$ cat config.mk
export PLATFORM = sky130hd
export DESIGN_NAME = ex_stage_ctl_flat
export DESIGN_NICKNAME = d
export VERILOG_FILES = /design/src/rtl/ex_pkg.sv /design/src/rtl/ex_stage_ctl_if.sv /design/src/rtl/ex_mul_iter.sv /design/src/rtl/ex_stage_ctl.sv /design/src/flat_wrapper.sv
export SDC_FILE = /design/constraint.sdc
export NUM_CORES = 1
export LEC_CHECK = 0
export CORE_MARGIN = 2
export CORE_UTILIZATION = 55
export CTS_BUF_LIST = sky130_fd_sc_hd__clkbuf_2
export CTS_CLUSTER_SIZE = 8
export DETAILED_ROUTE_END_ITERATION = 10
export GPL_ROUTABILITY_DRIVEN = 0
export PLACE_DENSITY = 0.88
export SLEW_MARGIN = 0
export SYNTH_ARGS = -nofsm -noshare
export SYNTH_HDL_FRONTEND = slang
export SYNTH_SLANG_ARGS = --single-unit
$ cat constraint.sdc
create_clock -name clk -period 9 [get_ports clk]
set_input_delay 1.8 -clock clk [delete_from_list [all_inputs] [get_ports clk]]
set_output_delay 1.8 -clock clk [all_outputs]
set_load 0.02 [all_outputs]
$ cat src/rtl/ex_pkg.sv
// Shared definitions for the execute-stage controller.
// Op encodings, FSM states and multiplier iteration count.
package ex_pkg;

    typedef enum logic [2:0] {
        OP_ADD  = 3'b000,
        OP_SUB  = 3'b001,
        OP_AND  = 3'b010,
        OP_MUL  = 3'b011,
        OP_BEQ  = 3'b100,
        OP_JMP  = 3'b101,
        OP_PASS = 3'b110,
        OP_NOP  = 3'b111
    } op_e;

    typedef enum logic [1:0] {
        ST_IDLE     = 2'b00,
        ST_MUL_BUSY = 2'b01,
        ST_MUL_DONE = 2'b10
    } state_e;

    localparam int MUL_ITERS = 32;
    localparam int ITER_W    = $clog2(MUL_ITERS);

    // Ops whose result may be written to the register file.
    function automatic logic op_writes(op_e op);
        return op inside {OP_ADD, OP_SUB, OP_AND, OP_MUL, OP_PASS};
    endfunction

endpackage

$ cat src/rtl/ex_stage_ctl_if.sv
// RR/EX -> EX/WB bundle of the execute-stage controller.
// master = upstream/writeback side, slave = ex_stage_ctl.
interface ex_stage_ctl_if;

    logic        valid_in;
    logic [31:0] pc_in;
    logic [2:0]  instr_length_in;
    logic [6:0]  ctrl_in;
    logic [2:0]  dst_idx_in;
    logic [31:0] src1_in;
    logic [31:0] src2_in;
    logic        wb_stall;
    logic        stall_out;
    logic        flush_out;
    logic [31:0] redirect_pc;
    logic        res_valid;
    logic [31:0] res_data;
    logic [2:0]  res_dst;
    logic        res_we;

    modport master (
        output valid_in, pc_in, instr_length_in, ctrl_in,
        output dst_idx_in, src1_in, src2_in, wb_stall,
        input  stall_out, flush_out, redirect_pc,
        input  res_valid, res_data, res_dst, res_we
    );

    modport slave (
        input  valid_in, pc_in, instr_length_in, ctrl_in,
        input  dst_idx_in, src1_in, src2_in, wb_stall,
        output stall_out, flush_out, redirect_pc,
        output res_valid, res_data, res_dst, res_we
    );

endinterface

$ cat src/rtl/ex_mul_iter.sv
// Iterative shift-add multiplier, one partial product per cycle.
// Low 32 bits of unsigned a*b after MUL_ITERS cycles.
module ex_mul_iter
    import ex_pkg::*;
(
    input  logic        clk,
    input  logic        rst,
    input  logic        start_i,
    input  logic [31:0] a_i,
    input  logic [31:0] b_i,
    output logic        done_o,
    output logic [31:0] product_o
);

    logic [31:0]       a_q;
    logic [31:0]       b_q;
    logic [31:0]       acc_q;
    logic [31:0]       acc_d;
    logic [ITER_W-1:0] cnt_q;
    logic              busy_q;
    logic              last;

    assign last      = busy_q & (cnt_q == ITER_W'(MUL_ITERS - 1));
    assign done_o    = last;
    assign product_o = acc_q;

    // Add the shifted multiplicand when the current multiplier bit is set.
    always_comb begin
        acc_d = acc_q;
        if (b_q[0]) acc_d = acc_q + a_q;
    end

    // Load operands on start, then shift one bit per cycle until the last one.
    always_ff @(posedge clk) begin
        if (rst) begin
            a_q    <= '0;
            b_q    <= '0;
            acc_q  <= '0;
            cnt_q  <= '0;
            busy_q <= 1'b0;
        end else if (start_i) begin
            a_q    <= a_i;
            b_q    <= b_i;
            acc_q  <= '0;
            cnt_q  <= '0;
            busy_q <= 1'b1;
        end else if (busy_q) begin
            acc_q <= acc_d;
            a_q   <= a_q << 1;
            b_q   <= b_q >> 1;
            cnt_q <= cnt_q + 1'b1;
            if (last) busy_q <= 1'b0;
        end
    end

endmodule

$ cat src/rtl/ex_stage_ctl.sv
// Execute-stage control: ALU, branch resolution, multiply sequencing.
// Define EX_FAST_MUL_EN for a single-cycle MUL instead of ex_mul_iter.
module ex_stage_ctl
    import ex_pkg::*;
(
    input  logic          clk,
    input  logic          rst,
    ex_stage_ctl_if.slave bus
);

    op_e         op;
    logic        accept;
    logic        taken;
    logic [31:0] target;
    logic [31:0] alu_res;
    logic        mul_start;
    logic        mul_done;
    logic [31:0] mul_prod;
    logic        unused_ctrl;

    state_e      state_q, state_d;
    logic        flush_q, flush_d;
    logic [31:0] redir_q, redir_d;
    logic        res_valid_q, res_valid_d;
    logic [31:0] res_data_q, res_data_d;
    logic [2:0]  res_dst_q, res_dst_d;
    logic        res_we_q, res_we_d;
    logic [2:0]  mul_dst_q, mul_dst_d;
    logic        mul_we_q, mul_we_d;

    assign op          = op_e'(bus.ctrl_in[2:0]);
    assign unused_ctrl = ^bus.ctrl_in[6:4];

    assign bus.stall_out   = (state_q != ST_IDLE) | bus.wb_stall;
    assign bus.flush_out   = flush_q;
    assign bus.redirect_pc = redir_q;
    assign bus.res_valid   = res_valid_q;
    assign bus.res_data    = res_data_q;
    assign bus.res_dst     = res_dst_q;
    assign bus.res_we      = res_we_q;

    // Instructions arriving during the flush pulse are wrong-path.
    assign accept = bus.valid_in & ~bus.stall_out & ~bus.flush_out;

    assign taken  = ((op == OP_BEQ) & (bus.src1_in == bus.src2_in))
                  | (op == OP_JMP);
    assign target = (op == OP_JMP) ? bus.src2_in
                  : bus.pc_in + {29'b0, bus.instr_length_in} + bus.src2_in;

`ifdef EX_FAST_MUL_EN
    assign mul_start = 1'b0;
    assign mul_done  = 1'b0;
    assign mul_prod  = '0;
`else
    assign mul_start = accept & (op == OP_MUL);

    ex_mul_iter u_mul (
        .clk       (clk),
        .rst       (rst),
        .start_i   (mul_start),
        .a_i       (bus.src1_in),
        .b_i       (bus.src2_in),
        .done_o    (mul_done),
        .product_o (mul_prod)
    );
`endif

    // Single-cycle datapath result; branches and NOP produce zero.
    always_comb begin
        alu_res = '0;
        unique case (op)
            OP_ADD:  alu_res = bus.src1_in + bus.src2_in;
            OP_SUB:  alu_res = bus.src1_in - bus.src2_in;
            OP_AND:  alu_res = bus.src1_in & bus.src2_in;
`ifdef EX_FAST_MUL_EN
            OP_MUL:  alu_res = bus.src1_in * bus.src2_in;
`else
            OP_MUL:  alu_res = '0;
`endif
            OP_PASS: alu_res = bus.src1_in;
            default: alu_res = '0;
        endcase
    end

    // Multiply sequencing: busy while iterating, done until writeback takes it.
    always_comb begin
        state_d = state_q;
        unique case (state_q)
            ST_IDLE:     if (mul_start) state_d = ST_MUL_BUSY;
            ST_MUL_BUSY: if (mul_done) state_d = ST_MUL_DONE;
            ST_MUL_DONE: if (!bus.wb_stall) state_d = ST_IDLE;
            default:     state_d = ST_IDLE;
        endcase
    end

    // FSM state register.
    always_ff @(posedge clk) begin
        if (rst) state_q <= ST_IDLE;
        else     state_q <= state_d;
    end

    // Next EX/WB result, flush pulse and redirect target.
    always_comb begin
        flush_d     = accept & taken;
        redir_d     = (accept & taken) ? target : redir_q;
        mul_dst_d   = mul_start ? bus.dst_idx_in : mul_dst_q;
        mul_we_d    = mul_start ? bus.ctrl_in[3] : mul_we_q;
        res_valid_d = res_valid_q;
        res_data_d  = res_data_q;
        res_dst_d   = res_dst_q;
        res_we_d    = res_we_q;
        if (!bus.wb_stall) begin
            res_valid_d = 1'b0;
            if (state_q == ST_MUL_DONE) begin
                res_valid_d = 1'b1;
                res_data_d  = mul_prod;
                res_dst_d   = mul_dst_q;
                res_we_d    = mul_we_q;
            end else if (accept & ~mul_start) begin
                res_valid_d = 1'b1;
                res_data_d  = alu_res;
                res_dst_d   = bus.dst_idx_in;
                res_we_d    = bus.ctrl_in[3] & op_writes(op);
            end
        end
    end

    // Pipeline registers; reset wins over every other update.
    always_ff @(posedge clk) begin
        if (rst) begin
            flush_q     <= 1'b0;
            redir_q     <= '0;
            res_valid_q <= 1'b0;
            res_data_q  <= '0;
            res_dst_q   <= '0;
            res_we_q    <= 1'b0;
            mul_dst_q   <= '0;
            mul_we_q    <= 1'b0;
        end else begin
            flush_q     <= flush_d;
            redir_q     <= redir_d;
            res_valid_q <= res_valid_d;
            res_data_q  <= res_data_d;
            res_dst_q   <= res_dst_d;
            res_we_q    <= res_we_d;
            mul_dst_q   <= mul_dst_d;
            mul_we_q    <= mul_we_d;
        end
    end

endmodule

$ cat src/flat_wrapper.sv
// flat-port wrapper written by rule: the top's interface ports become plain ports
module ex_stage_ctl_flat import ex_pkg::*;
  (clk, rst, bus_valid_in, bus_pc_in, bus_instr_length_in, bus_ctrl_in, bus_dst_idx_in, bus_src1_in, bus_src2_in, bus_wb_stall, bus_stall_out, bus_flush_out, bus_redirect_pc, bus_res_valid, bus_res_data, bus_res_dst, bus_res_we);
  ex_stage_ctl_if bus_i ();
  input  logic clk;
  input  logic rst;
  input wire logic [$bits(bus_i.valid_in)-1:0] bus_valid_in;
  input wire logic [$bits(bus_i.pc_in)-1:0] bus_pc_in;
  input wire logic [$bits(bus_i.instr_length_in)-1:0] bus_instr_length_in;
  input wire logic [$bits(bus_i.ctrl_in)-1:0] bus_ctrl_in;
  input wire logic [$bits(bus_i.dst_idx_in)-1:0] bus_dst_idx_in;
  input wire logic [$bits(bus_i.src1_in)-1:0] bus_src1_in;
  input wire logic [$bits(bus_i.src2_in)-1:0] bus_src2_in;
  input wire logic [$bits(bus_i.wb_stall)-1:0] bus_wb_stall;
  output wire logic [$bits(bus_i.stall_out)-1:0] bus_stall_out;
  output wire logic [$bits(bus_i.flush_out)-1:0] bus_flush_out;
  output wire logic [$bits(bus_i.redirect_pc)-1:0] bus_redirect_pc;
  output wire logic [$bits(bus_i.res_valid)-1:0] bus_res_valid;
  output wire logic [$bits(bus_i.res_data)-1:0] bus_res_data;
  output wire logic [$bits(bus_i.res_dst)-1:0] bus_res_dst;
  output wire logic [$bits(bus_i.res_we)-1:0] bus_res_we;
  assign bus_i.valid_in = bus_valid_in;
  assign bus_i.pc_in = bus_pc_in;
  assign bus_i.instr_length_in = bus_instr_length_in;
  assign bus_i.ctrl_in = bus_ctrl_in;
  assign bus_i.dst_idx_in = bus_dst_idx_in;
  assign bus_i.src1_in = bus_src1_in;
  assign bus_i.src2_in = bus_src2_in;
  assign bus_i.wb_stall = bus_wb_stall;
  assign bus_stall_out = bus_i.stall_out;
  assign bus_flush_out = bus_i.flush_out;
  assign bus_redirect_pc = bus_i.redirect_pc;
  assign bus_res_valid = bus_i.res_valid;
  assign bus_res_data = bus_i.res_data;
  assign bus_res_dst = bus_i.res_dst;
  assign bus_res_we = bus_i.res_we;
  ex_stage_ctl u_core (.clk(clk), .rst(rst), .bus(bus_i));
endmodule
==> impl_metrics.toml <==
[synth]
syn_nets = 2259
async_flop_share_pct = 0
yosys_warnings = 0
synth_edf_count = 0
ys_ff_latch = 178
synthFlopType = "dfxtp_1"
synth_area_leaders = "dfxtp_1, ha_1, mux2i_1, a21oi_1, nor2_1"
synth.yosys.seq_area_share_pct = 23.33
syn_area_mm2 = 0.01527
netlist_instances = 1984
syn_avg_cell_area_um2 = 7.698
yosysTopAreaCellShare_pct = 23.33
synth_largest_area_cell = "dfxtp_1"
synth.distinct_cells = 73

[timing]
max_freq_mhz = 193.0
fin_hold_ws_ns = 0.4762
setup_viol = 0
drv_slew = 0
timing.slew.headroom_pct = 33.45
min_period_over_period_pct = 57.57
fin_worst_skew_ns = 0.04887
rsz0062_at_grt = "no"
min_period_ns = 5.181
hold_viol = 0
worst_slew_pin_slew_ns = 0.9929
finalSetupTns_ns = 0

[setup_path]
crit_chain = "clkdlybuf4s50_1 -> inv_1 -> ha_1 -> inv_1 -> or4b_2 -> nor3_1 -> a31oi_1 -> nor3_4 -> buf_4 -> nand2_1 -> or4_1 -> o21ai_0"
crit_buf_inv = 4
r2r_end = "u_core.bus.res_data[28]"
crit_cells = 12
r2r_slack_ns = 5.76
critPathLaunchType = "primary input"
path_max_fanout = 67
cp_common_cell = "inv_1"
cp.required_ns = 9.77
reg2regPathDepth = 10
worstSetupPathType = "in -> reg"
arrival_ns = 5.95
cp_slowest_cell = "or4b_2"
cpPeakStageDelay_ns = 0.67
r2r_start = "u_core.state_q[1]"
worstSetupEndpointType = "register"
critPathTopFamily = "simple AND/OR/NAND/NOR gates"

[clocking]
cts_sinks = 178
cts_made_buffers = 17
cts.reportedPaths.clkPinSlew_ns = 0.31
tritoncts = "done"
cts_resized = 0
clock_latency_ns = 0.83
post-cts-setup-buffers = 0
clock-root-buffer = "clkbuf_2"
postCtsHoldBufs = 0
h-tree-depth = 4
cts_buffer_depth = 2

[floorplanning]
die_x_um = 170.6
io_pins = 184
die_h_um = 170.6
core_mm2 = 0.02755
start_util_pct = 55.43
die_area_mm2 = 0.02912
std_cell_rows = 61

[hold_path]
hold_class = "reg -> reg"
min_to = "u_core.mul_dst_q[2]"
hold_depth = 2
min-delay-start = "u_core.mul_dst_q[2]"

[global_routing]
top_usage_layer = "met2"
grt_pass1_wl_mm = 73.82
grt_use_total_pct = 31.34
antenna_found_initial = 2
use_met1_pct = 42.01
globalRouteMet2Util_pct = 49.45
grt_overflow = 0
grt_pass1_vias = 14660
grt_max_degree = 81
met3_usage_pct = 5.205

[run_status]
status = "complete, no violations"

[final_layout]
layout_common_cells = "nor2_1, a21oi_1, clkdlybuf4s50_1, dfxtp_1, nand2_1"
regArea_mm2 = 0.003567
fill_cells = 2257
multi_input_area_mm2 = 0.01091
area_delta_synth_final_pct = 14.27
drive_gt1_share_pct = 3.789
mostFrequentLayoutCell = "nor2_1"
final_nets = 2347

[routing]
wl_mm = 46.78
vias = 15870
route.detailed.drc = 0
drt_pass1_iterations = 7
drt-vias-per-instance = 6.439
wl_per_cell_um = 18.98
ant_nets = 0
drt_iter0_drc = 1817

[power_and_ir_drop]
seqPwrFrac_pct = 42.1
combPwrFrac_pct = 34.3
power_density_mw_per_mm2 = 111.9
switchingPower_uw = 770.4
switching_share_pct = 39.44
p_int_uw = 1183
clkPwrFrac_pct = 23.6
p_leak_uw = 0.006836
ir_drop_v = 0.00008801

[placed_design]
numPortBuffers = 180
dpl.hpwl_mm = 35.01

[run]
max_cap_violations = 0
==> state kept, by name, indices dropped and copies added, names as in the netlist, 2 cells and up <==
signal	cells
u_core.mul_dst_q	3
u_core.u_mul.b_q	32
u_core.u_mul.a_q	32
u_core.u_mul.product_o	32
u_core.state_q	2
u_core.bus.res_data	32
u_core.bus.redirect_pc	32
u_core.u_mul.cnt_q	5
u_core.bus.res_dst	3
==> power by group through the flow <==
stage / clock, uW / sequential, uW / combinational (uW)
global route: 500 / 826 / 724
CTS: 468 / 823 / 649
global placement: 0 / 835 / 624
finish: 460 / 823 / 670
floorplan: 0 / 843 / 433
detailed placement: 0 / 835 / 644
==> layer usage <==
| layer | vias to the layer above | part of all wire (%) |
|---|---|---|
| met4 | 0 | 4.0 |
| met5 | - | 0 |
| met1 | 7289 | 41 |
| met3 | 152 | 11 |
| li1 | 7458 | - |
| met2 | 973 | 44 |
==> synthesized netlist by cell type (all sizes together) (8+ instances only) <==
cell     instances
or3             13
a2111oi          9
and2            11
a21o            40
o211ai          22
nor2b           24
a31oi           19
inv             85
o22a             8
buf             21
nand3           34
o31ai           16
a21oi          189
nor3b           11
a311oi          28
a211oi          91
o22ai           11
xor2            22
and3            23
o21a            14
o21ai           94
nand2          174
nor4             9
nor2           203
nand2b          19
clkbuf         105
nand4           19
xnor2           53
nor3            53
dfxtp          178
o21bai          16
a31o             9
a221oi          15
mux2i          103
ha             155
==> area by class of cell <==
class	count	area share, %
Clock inverter	15	1.083
Clock buffer	17	0.4875
Tap cell	378	2.710
Inverter	85	1.828
Timing Repair Buffer	195	10.93
Antenna cell	2	0.02868
Sequential cell	178	20.44
Multi-Input combinational cell	1595	62.50
==> stage by stage <==
step	setup slack (ns)	cells	power [uW]	utilization, %	area [um2]
2_1_floorplan	4.291	1984	1276	-	15270
3_3_place_gp	3.229	2431	1459	62.33	17170
3_5_place_dp	3.150	2431	1479	62.33	17170
4_1_cts	3.909	2463	1940	63.33	17450
5_1_grt	3.745	2465	2050	63.34	17450
6_report	3.819	2465	1953	63.34	17450
==> worst min-delay path: cells and delay by family, from the launching register on <==
kind             cells  cell delay [ns]
AO/OA/AOI/OAI        1             0.05
AND/OR/NAND/NOR      1             0.05
flip-flops           1             0.38
==> worst max path at each step <==
stage                        start                         end  slack [ns]
finish              bus_src2_in[6]  u_core.bus.redirect_pc[14]        3.82
global route        bus_src2_in[1]  u_core.bus.redirect_pc[31]        3.75
CTS                   bus_wb_stall               bus_stall_out        3.91
detailed placement  bus_src2_in[6]  u_core.bus.redirect_pc[14]        3.15
global placement    bus_src2_in[6]  u_core.bus.redirect_pc[14]        3.23
floorplan           bus_src2_in[1]  u_core.bus.redirect_pc[31]        4.29
==> kinds of logic (layout without fill, tap and decap cells) <==
family	Yosys count	after routing	share of synthesized area, %
other	0	2	0
buffers and inverters	211	312	5.374
AND/OR/NAND/NOR	614	614	18.67
AO/OA/AOI/OAI	639	639	27.81
flip-flops	178	178	23.33
multiplexers	105	105	6.898
adder cells (fa/ha/maj)	162	162	13.62
XOR/XNOR	75	75	4.301
(Power assumes the default switching activity.)
